### src/rtl/bram_dual_port_req_ctrl.sv
// Module: bram_dual_port_req_ctrl
//
// Front-end for a true dual-port byte-enable block RAM. It accepts two independent
// valid/ready request streams (A and B), each either a read or a byte-enabled write,
// and drives the RAM's A/B pins. Same-address conflicts between the two ports are
// arbitrated so that the RAM never has to resolve a read/write or write/write
// collision. Read data is captured into a 3-entry response queue per port, with
// backpressure to the requester.
//
// Build option: define BRAM_CTRL_WRITE_ACK_EN to make writes consume a credit and
// return a zero-data response, in order with the reads on the same port. When it is
// undefined, writes bypass the credit check and return nothing.
//
// Ports (x in {A, B}):
//   CLK, RESET                      clock (rising edge), asynchronous active-high reset
//   REQ_VALID_x / REQ_READY_x       request handshake
//   REQ_WE_x, REQ_ADDR_x            1 = write, 0 = read; word address
//   REQ_DATA_x, REQ_BE_x            write data and byte enables
//   RESP_VALID_x / RESP_READY_x     response handshake
//   RESP_DATA_x                     read data, in request order
//   RAM_ADDR_x, RAM_DI_x, RAM_BE_x  RAM address, write data and byte enables
//   RAM_WE_x, RAM_RE_x              RAM write/read strobes (only for accepted requests)
//   RAM_DO_x                        RAM read data, valid the cycle after RAM_RE_x

module bram_dual_port_req_ctrl #(
  parameter int unsigned ADDR_WIDTH = 1,
  parameter int unsigned DATA_WIDTH = 8,
  parameter int unsigned BE_WIDTH   = DATA_WIDTH / 8
) (
  input  logic                  CLK,
  input  logic                  RESET,
  // Port A request / response
  input  logic                  REQ_VALID_A,
  output logic                  REQ_READY_A,
  input  logic                  REQ_WE_A,
  input  logic [ADDR_WIDTH-1:0] REQ_ADDR_A,
  input  logic [DATA_WIDTH-1:0] REQ_DATA_A,
  input  logic [BE_WIDTH-1:0]   REQ_BE_A,
  output logic                  RESP_VALID_A,
  input  logic                  RESP_READY_A,
  output logic [DATA_WIDTH-1:0] RESP_DATA_A,
  // Port B request / response
  input  logic                  REQ_VALID_B,
  output logic                  REQ_READY_B,
  input  logic                  REQ_WE_B,
  input  logic [ADDR_WIDTH-1:0] REQ_ADDR_B,
  input  logic [DATA_WIDTH-1:0] REQ_DATA_B,
  input  logic [BE_WIDTH-1:0]   REQ_BE_B,
  output logic                  RESP_VALID_B,
  input  logic                  RESP_READY_B,
  output logic [DATA_WIDTH-1:0] RESP_DATA_B,
  // RAM port A
  output logic [ADDR_WIDTH-1:0] RAM_ADDR_A,
  output logic [DATA_WIDTH-1:0] RAM_DI_A,
  output logic [BE_WIDTH-1:0]   RAM_BE_A,
  output logic                  RAM_WE_A,
  output logic                  RAM_RE_A,
  input  logic [DATA_WIDTH-1:0] RAM_DO_A,
  // RAM port B
  output logic [ADDR_WIDTH-1:0] RAM_ADDR_B,
  output logic [DATA_WIDTH-1:0] RAM_DI_B,
  output logic [BE_WIDTH-1:0]   RAM_BE_B,
  output logic                  RAM_WE_B,
  output logic                  RAM_RE_B,
  input  logic [DATA_WIDTH-1:0] RAM_DO_B
);

  localparam int unsigned Depth = 3;

  typedef enum logic {
    PrioA,
    PrioB
  } prio_e;

  prio_e prio_q, prio_d;

  // Index 0 is port A, index 1 is port B.
  logic [1:0]            req_valid;
  logic [1:0]            req_we;
  logic [1:0]            resp_ready;
  logic [1:0]            resp_valid;
  logic [DATA_WIDTH-1:0] resp_data [2];
  logic [DATA_WIDTH-1:0] ram_do    [2];

  logic [1:0] pend_q, pend_d;        // request issued to the RAM last cycle
  logic [1:0] pend_wr_q, pend_wr_d;  // that request was a write (acked with zero data)
  logic [1:0] cnt      [2];          // response queue occupancy
  logic [2:0] occ      [2];
  logic [1:0] cred;
  logic [1:0] base_ready;
  logic [1:0] elig;
  logic [1:0] lose;
  logic [1:0] ready;
  logic [1:0] accept;
  logic       addr_eq;
  logic       hazard;
  logic       conflict;

  assign req_valid  = {REQ_VALID_B, REQ_VALID_A};
  assign req_we     = {REQ_WE_B, REQ_WE_A};
  assign resp_ready = {RESP_READY_B, RESP_READY_A};
  assign ram_do[0]  = RAM_DO_A;
  assign ram_do[1]  = RAM_DO_B;

  // Credit, eligibility and same-address arbitration. Credit is computed from
  // registered state only, so REQ_READY never depends combinationally on RESP_READY.
  always_comb begin
    addr_eq  = (REQ_ADDR_A == REQ_ADDR_B);
    hazard   = addr_eq & (REQ_WE_A | REQ_WE_B);
    for (int p = 0; p < 2; p++) begin
      occ[p]  = 3'(pend_q[p]) + 3'(cnt[p]);
      cred[p] = (occ[p] < 3'(Depth));
`ifdef BRAM_CTRL_WRITE_ACK_EN
      base_ready[p] = cred[p];
`else
      base_ready[p] = cred[p] | req_we[p];
`endif
      elig[p] = req_valid[p] & base_ready[p];
    end
    conflict = elig[0] & elig[1] & hazard;
    // A port's loss is computed without its own REQ_VALID so that its READY does
    // not depend on it; the outcome for a valid request is identical.
    lose[0]  = hazard & elig[1] & (prio_q == PrioB);
    lose[1]  = hazard & elig[0] & (prio_q == PrioA);
    for (int p = 0; p < 2; p++) begin
      ready[p]  = ~RESET & base_ready[p] & ~lose[p];
      accept[p] = req_valid[p] & ready[p];
    end
    prio_d = prio_q;
    if (conflict) begin
      prio_d = (prio_q == PrioA) ? PrioB : PrioA;
    end
  end

  always_comb begin
`ifdef BRAM_CTRL_WRITE_ACK_EN
    pend_d    = accept;
    pend_wr_d = accept & req_we;
`else
    pend_d    = accept & ~req_we;
    pend_wr_d = '0;
`endif
  end

  always_ff @(posedge CLK or posedge RESET) begin
    if (RESET) begin
      prio_q    <= PrioA;
      pend_q    <= '0;
      pend_wr_q <= '0;
    end else begin
      prio_q    <= prio_d;
      pend_q    <= pend_d;
      pend_wr_q <= pend_wr_d;
    end
  end

  // Per-port response queue. Data lands on RAM_DO the cycle after the strobe and is
  // pushed at the end of that cycle; RESP_DATA is the registered head entry.
  for (genvar p = 0; p < 2; p++) begin : g_resp
    logic [DATA_WIDTH-1:0] mem_q [Depth];
    logic [1:0]            wr_ptr_q, rd_ptr_q, cnt_q;
    logic                  push, pop;
    logic [DATA_WIDTH-1:0] push_data;

    assign push      = pend_q[p];
    assign pop       = resp_valid[p] & resp_ready[p];
    assign push_data = pend_wr_q[p] ? '0 : ram_do[p];

    assign resp_valid[p] = (cnt_q != 2'd0);
    assign resp_data[p]  = mem_q[rd_ptr_q];
    assign cnt[p]        = cnt_q;

    always_ff @(posedge CLK) begin
      if (push) begin
        mem_q[wr_ptr_q] <= push_data;
      end
    end

    always_ff @(posedge CLK or posedge RESET) begin
      if (RESET) begin
        wr_ptr_q <= '0;
        rd_ptr_q <= '0;
        cnt_q    <= '0;
      end else begin
        if (push) begin
          wr_ptr_q <= (wr_ptr_q == 2'(Depth - 1)) ? 2'd0 : wr_ptr_q + 2'd1;
        end
        if (pop) begin
          rd_ptr_q <= (rd_ptr_q == 2'(Depth - 1)) ? 2'd0 : rd_ptr_q + 2'd1;
        end
        unique case ({push, pop})
          2'b10:   cnt_q <= cnt_q + 2'd1;
          2'b01:   cnt_q <= cnt_q - 2'd1;
          default: cnt_q <= cnt_q;
        endcase
      end
    end

    // The credit rule must make this unreachable.
    a_no_overflow : assert property (@(posedge CLK) disable iff (RESET)
      !(push && !pop && (cnt_q == 2'(Depth))));
  end

  assign REQ_READY_A  = ready[0];
  assign REQ_READY_B  = ready[1];
  assign RESP_VALID_A = resp_valid[0];
  assign RESP_VALID_B = resp_valid[1];
  assign RESP_DATA_A  = resp_data[0];
  assign RESP_DATA_B  = resp_data[1];

  assign RAM_ADDR_A = REQ_ADDR_A;
  assign RAM_DI_A   = REQ_DATA_A;
  assign RAM_BE_A   = REQ_BE_A;
  assign RAM_WE_A   = accept[0] & REQ_WE_A;
  assign RAM_RE_A   = accept[0] & ~REQ_WE_A;

  assign RAM_ADDR_B = REQ_ADDR_B;
  assign RAM_DI_B   = REQ_DATA_B;
  assign RAM_BE_B   = REQ_BE_B;
  assign RAM_WE_B   = accept[1] & REQ_WE_B;
  assign RAM_RE_B   = accept[1] & ~REQ_WE_B;

endmodule

### config.mk
export PLATFORM = sky130hd
export DESIGN_NAME = bram_dual_port_req_ctrl
export DESIGN_NICKNAME = d
export VERILOG_FILES = /design/src/rtl/bram_dual_port_req_ctrl.sv
export SDC_FILE = /design/constraint.sdc
export NUM_CORES = 1
export LEC_CHECK = 0
export ABC_AREA = 1
export ABC_CLOCK_PERIOD_IN_PS = 2200
export CAP_MARGIN = 10
export CORE_AREA = 3 3 83 85
export DETAILED_ROUTE_END_ITERATION = 16
export DIE_AREA = 0 0 86 88
export PLACE_DENSITY = 0.86
export SYNTH_ARGS = -nofsm -noshare
export SYNTH_HDL_FRONTEND = slang
export SYNTH_SLANG_ARGS = --single-unit
### constraint.sdc
create_clock -name CLK -period 2.2 [get_ports CLK]
set_clock_uncertainty 0.05 [all_clocks]
set_input_delay 0.44 -clock CLK [delete_from_list [all_inputs] [get_ports CLK]]
set_output_delay 0.44 -clock CLK [all_outputs]
set_load 0.005 [all_outputs]
==> metrics.yaml <==
die_x_microns: 86
cts_buffers: 9
drc: 0
hold_class: "flop to flop"
finalCriticalPeriod_ns: 2.354
maxSlewHeadroom_pct: 59.76
path_max_fanout: 3
antenna_cells: 0
worstSetupPathType: "flop to output port"
r2r_cells: 9
place_ws_ns: -0.2645
dieArea_sq_um: 7568
cts-root-buf: "clkbuf_8"
fin_nets: 378
wirelength_mm: 5.747
slowest_delay_ns: 0.39
ys_warn_count: 0
grt_pass1_vias: 1877
hold_violations: 0
synthSimpleGateAreaFrac_pct: 18.21
synthDistinctLibCells: 23
rsz0062_at_grt: "true"
synth_edf_count: 48
die_h_microns: 88
drv_cap: 0
critPathCaptureType: "output port"
vias_per_cell: 4.846
fin_crit_sh_pct: 107.0
synth_mux_area_share_pct: 0
num_vias: 1982
synth.cell_area_sq_um: 2763
crit_path_top_delay_cell: "dfrtp_1"
synth_top_family_by_area: "simple AND/OR/NAND/NOR gates"
clock-sinks: 63
synth_fa_ha_area_share_pct: 2.717
crit_chain: "ha_2 -> ha_4 -> nand2_2 -> a21oi_2 -> nor2_2 -> nand2_2 -> nand3_4 -> nor2_4 -> buf_2"
synth_compound_area_share_pct: 3.533
core_sq_um: 6277
hold_depth: 2
p_leak_nw: 1.715
gr-usage-all-layers_pct: 14.77
required_ns: 1.71
path_common_cell: "nand2_2"
fillCellCount: 490
clk_pin_slew_ns: 0.06
port_buffers: 51
syn_area_per_cell_sq_um: 11.46
irDropWorstVdd_mv: 0.5081
synth-seq-cells: 63
setup_viol: 6
yosysSeqAreaShare_pct: 65.76
synth_fp_nets: 291
synthCells: 241
ant_nets: 0
power_mw: 4.479
violations: "setup timing"
hold_buffers: 0
synthFlopType: "edfxtp_1"
max_freq_mhz: 424.8
final_core_util_pct: 61.83
wl_per_cell_microns: 14.05
cp.arrival_ns: 1.86
globalRouteOverflowTotal: 0
firstDrtPassIters: 4
hpwl_mm: 3.601
place.gp.congestion: 0.7029
synthXorXnorAreaFrac_pct: 1.268
row_count: 29
tightestPinTransition_ns: 0.5991
areaGrowthSynthToFinish_pct: 40.49
timing.final.ws_setup_ns: -0.1541
clkLatencyLatePin_ns: 0.32
rrSetupSlack_ns: 0.34
cts_tree: "yes"
clock_path_buffers: 2
async_flop_share_pct: 23.81
layout-drive-gt1-share_pct: 31.02
antenna_found_initial: 0
io_pins: 88
startpoint_type: "flop"
status: "finished with violations"
p_per_area_nw_per_um2: 1154
initial_core_util_pct: 44.01
drt-initial-drc-count: 53
htreeDepth: 3
slew_violations: 0
grt_pass1_wl_mm: 8.452
grt_max_degree: 16
-- critical path: cells and delay by family, from the launching register on --
kind / cells / cell delay (ns)
adders and majority gates: 2 / 0.46
DFF: 1 / 0.39
and+or+nand+nor: 5 / 0.39
AOI/OAI and AO/OA: 1 / 0.19
buffers and inverters: 1 / 0.11
-- worst paths after layout --
kind,to,startpoint
worst min-delay path,prio_q,prio_q
max in group asynchronous,g_resp[0].rd_ptr_q[1],RESET
min in group asynchronous,pend_q[1],RESET
worst max-delay path,RAM_RE_B,pend_q[0]
worst min register to register,prio_q,prio_q
worst max register to register,g_resp[0].cnt_q[1],g_resp[0].cnt_q[0]
-- final cells by class --
cell class              instances  area [sq um]  share of cell area (%)
clock buffers                   9         123.9                   3.191
repair buffers                 96         854.6                   22.02
multi-input cells             138         835.8                   21.53
well taps                      77         96.34                   2.482
flip-flops and latches         63          1819                   46.87
clock inverters                 6         76.32                   1.966
inverters                      20         75.07                   1.934
-- synth_stat cells (4+ instances only) --
cell	number	area [sq um]
xnor2_1	4	35.03
nand3_1	18	90.09
dfrtp_1	15	375.4
ha_1	6	75.07
edfxtp_1	48	1441
o21bai_1	4	30.03
nand2_1	67	251.5
inv_1	17	63.81
nor3_1	6	30.03
a21oi_1	5	25.02
nor2_1	7	26.28
buf_4	20	150.1
-- stage by stage --
step | hold slack, ns | area (sq um) | std cells | setup TNS [ns]
3_5_place_dp | 0.4801 | 3359 | 367 | -1.433
4_1_cts | 0.4991 | 3684 | 392 | -0.5294
3_3_place_gp | 0.4725 | 3359 | 367 | -1.235
2_1_floorplan | 0.2915 | 2763 | 241 | 0
5_1_grt | 0.5585 | 3881 | 409 | -1.374
6_report | 0.5066 | 3881 | 409 | -0.8146
-- state kept, by name, summed over array words and instances (netlist names) --
name             flops
g_resp.rd_ptr_q      4
g_resp.wr_ptr_q      4
prio_q               1
g_resp.cnt_q         4
g_resp.mem_q        48
pend_q               2
-- cells by family (layout without fill, tap and decap cells) --
group	count (synthesis)	count (layout)
and+or+nand+nor	111	113
buffers and inverters	42	131
AOI/OAI and AO/OA	15	15
xor gates and xnor gates	4	4
adders and majority gates	6	6
DFF	63	63
-- power breakdown --
part | leakage, nW | internal (mW) | switching [mW]
sequential | 0.618 | 1.46 | 0.127
clock | 0.102 | 0.618 | 0.403
combinational | 0.995 | 1.02 | 0.856
total | 1.71 | 3.09 | 1.39
-- timing repair --
item | 4_1_cts | 5_1_grt
endpoints found under the hold margin | 0 | 0
buffers inserted | 8 | 17
gates resized for setup | 50 | 23
pin swaps | 14 | 16
endpoints found under the setup margin | 22 | 19
cloned | 2 | 0
-- placed cells by master, fill, tap and decap left out, types with 2 or more instances in the layout --
| cell type | instances |
|---|---|
| nand2_1 | 63 |
| edfxtp_1 | 48 |
| buf_4 | 43 |
| clkdlybuf4s50_1 | 29 |
| inv_1 | 17 |
| nand3_1 | 17 |
| dfrtp_1 | 13 |
| dlymetal6s2s_1 | 13 |
| clkbuf_8 | 9 |
| nand2_2 | 7 |
| nor2_2 | 7 |
| nor3_1 | 6 |
| nor2_4 | 6 |
| buf_2 | 6 |
| o21bai_1 | 4 |
| xnor2_1 | 4 |
| inv_2 | 3 |
| a21oi_2 | 3 |
| ha_4 | 3 |
| clkinv_1 | 3 |
| dlygate4sd2_1 | 3 |
| nand3_2 | 2 |
| or2_4 | 2 |
| o21ai_2 | 2 |
| a21oi_1 | 2 |
| o21ai_0 | 2 |
| ha_1 | 2 |
| bufinv_16 | 2 |
| dfrtp_2 | 2 |
| buf_6 | 2 |
-- layer usage --
layer  share of wire [%]  track usage (%)
met4                 1.3            8.058
met2                  56            26.77
met5                   0                0
met1                  39            16.30
met3                 3.7            2.822
Note: power is estimated with default switching activity, not from simulation.
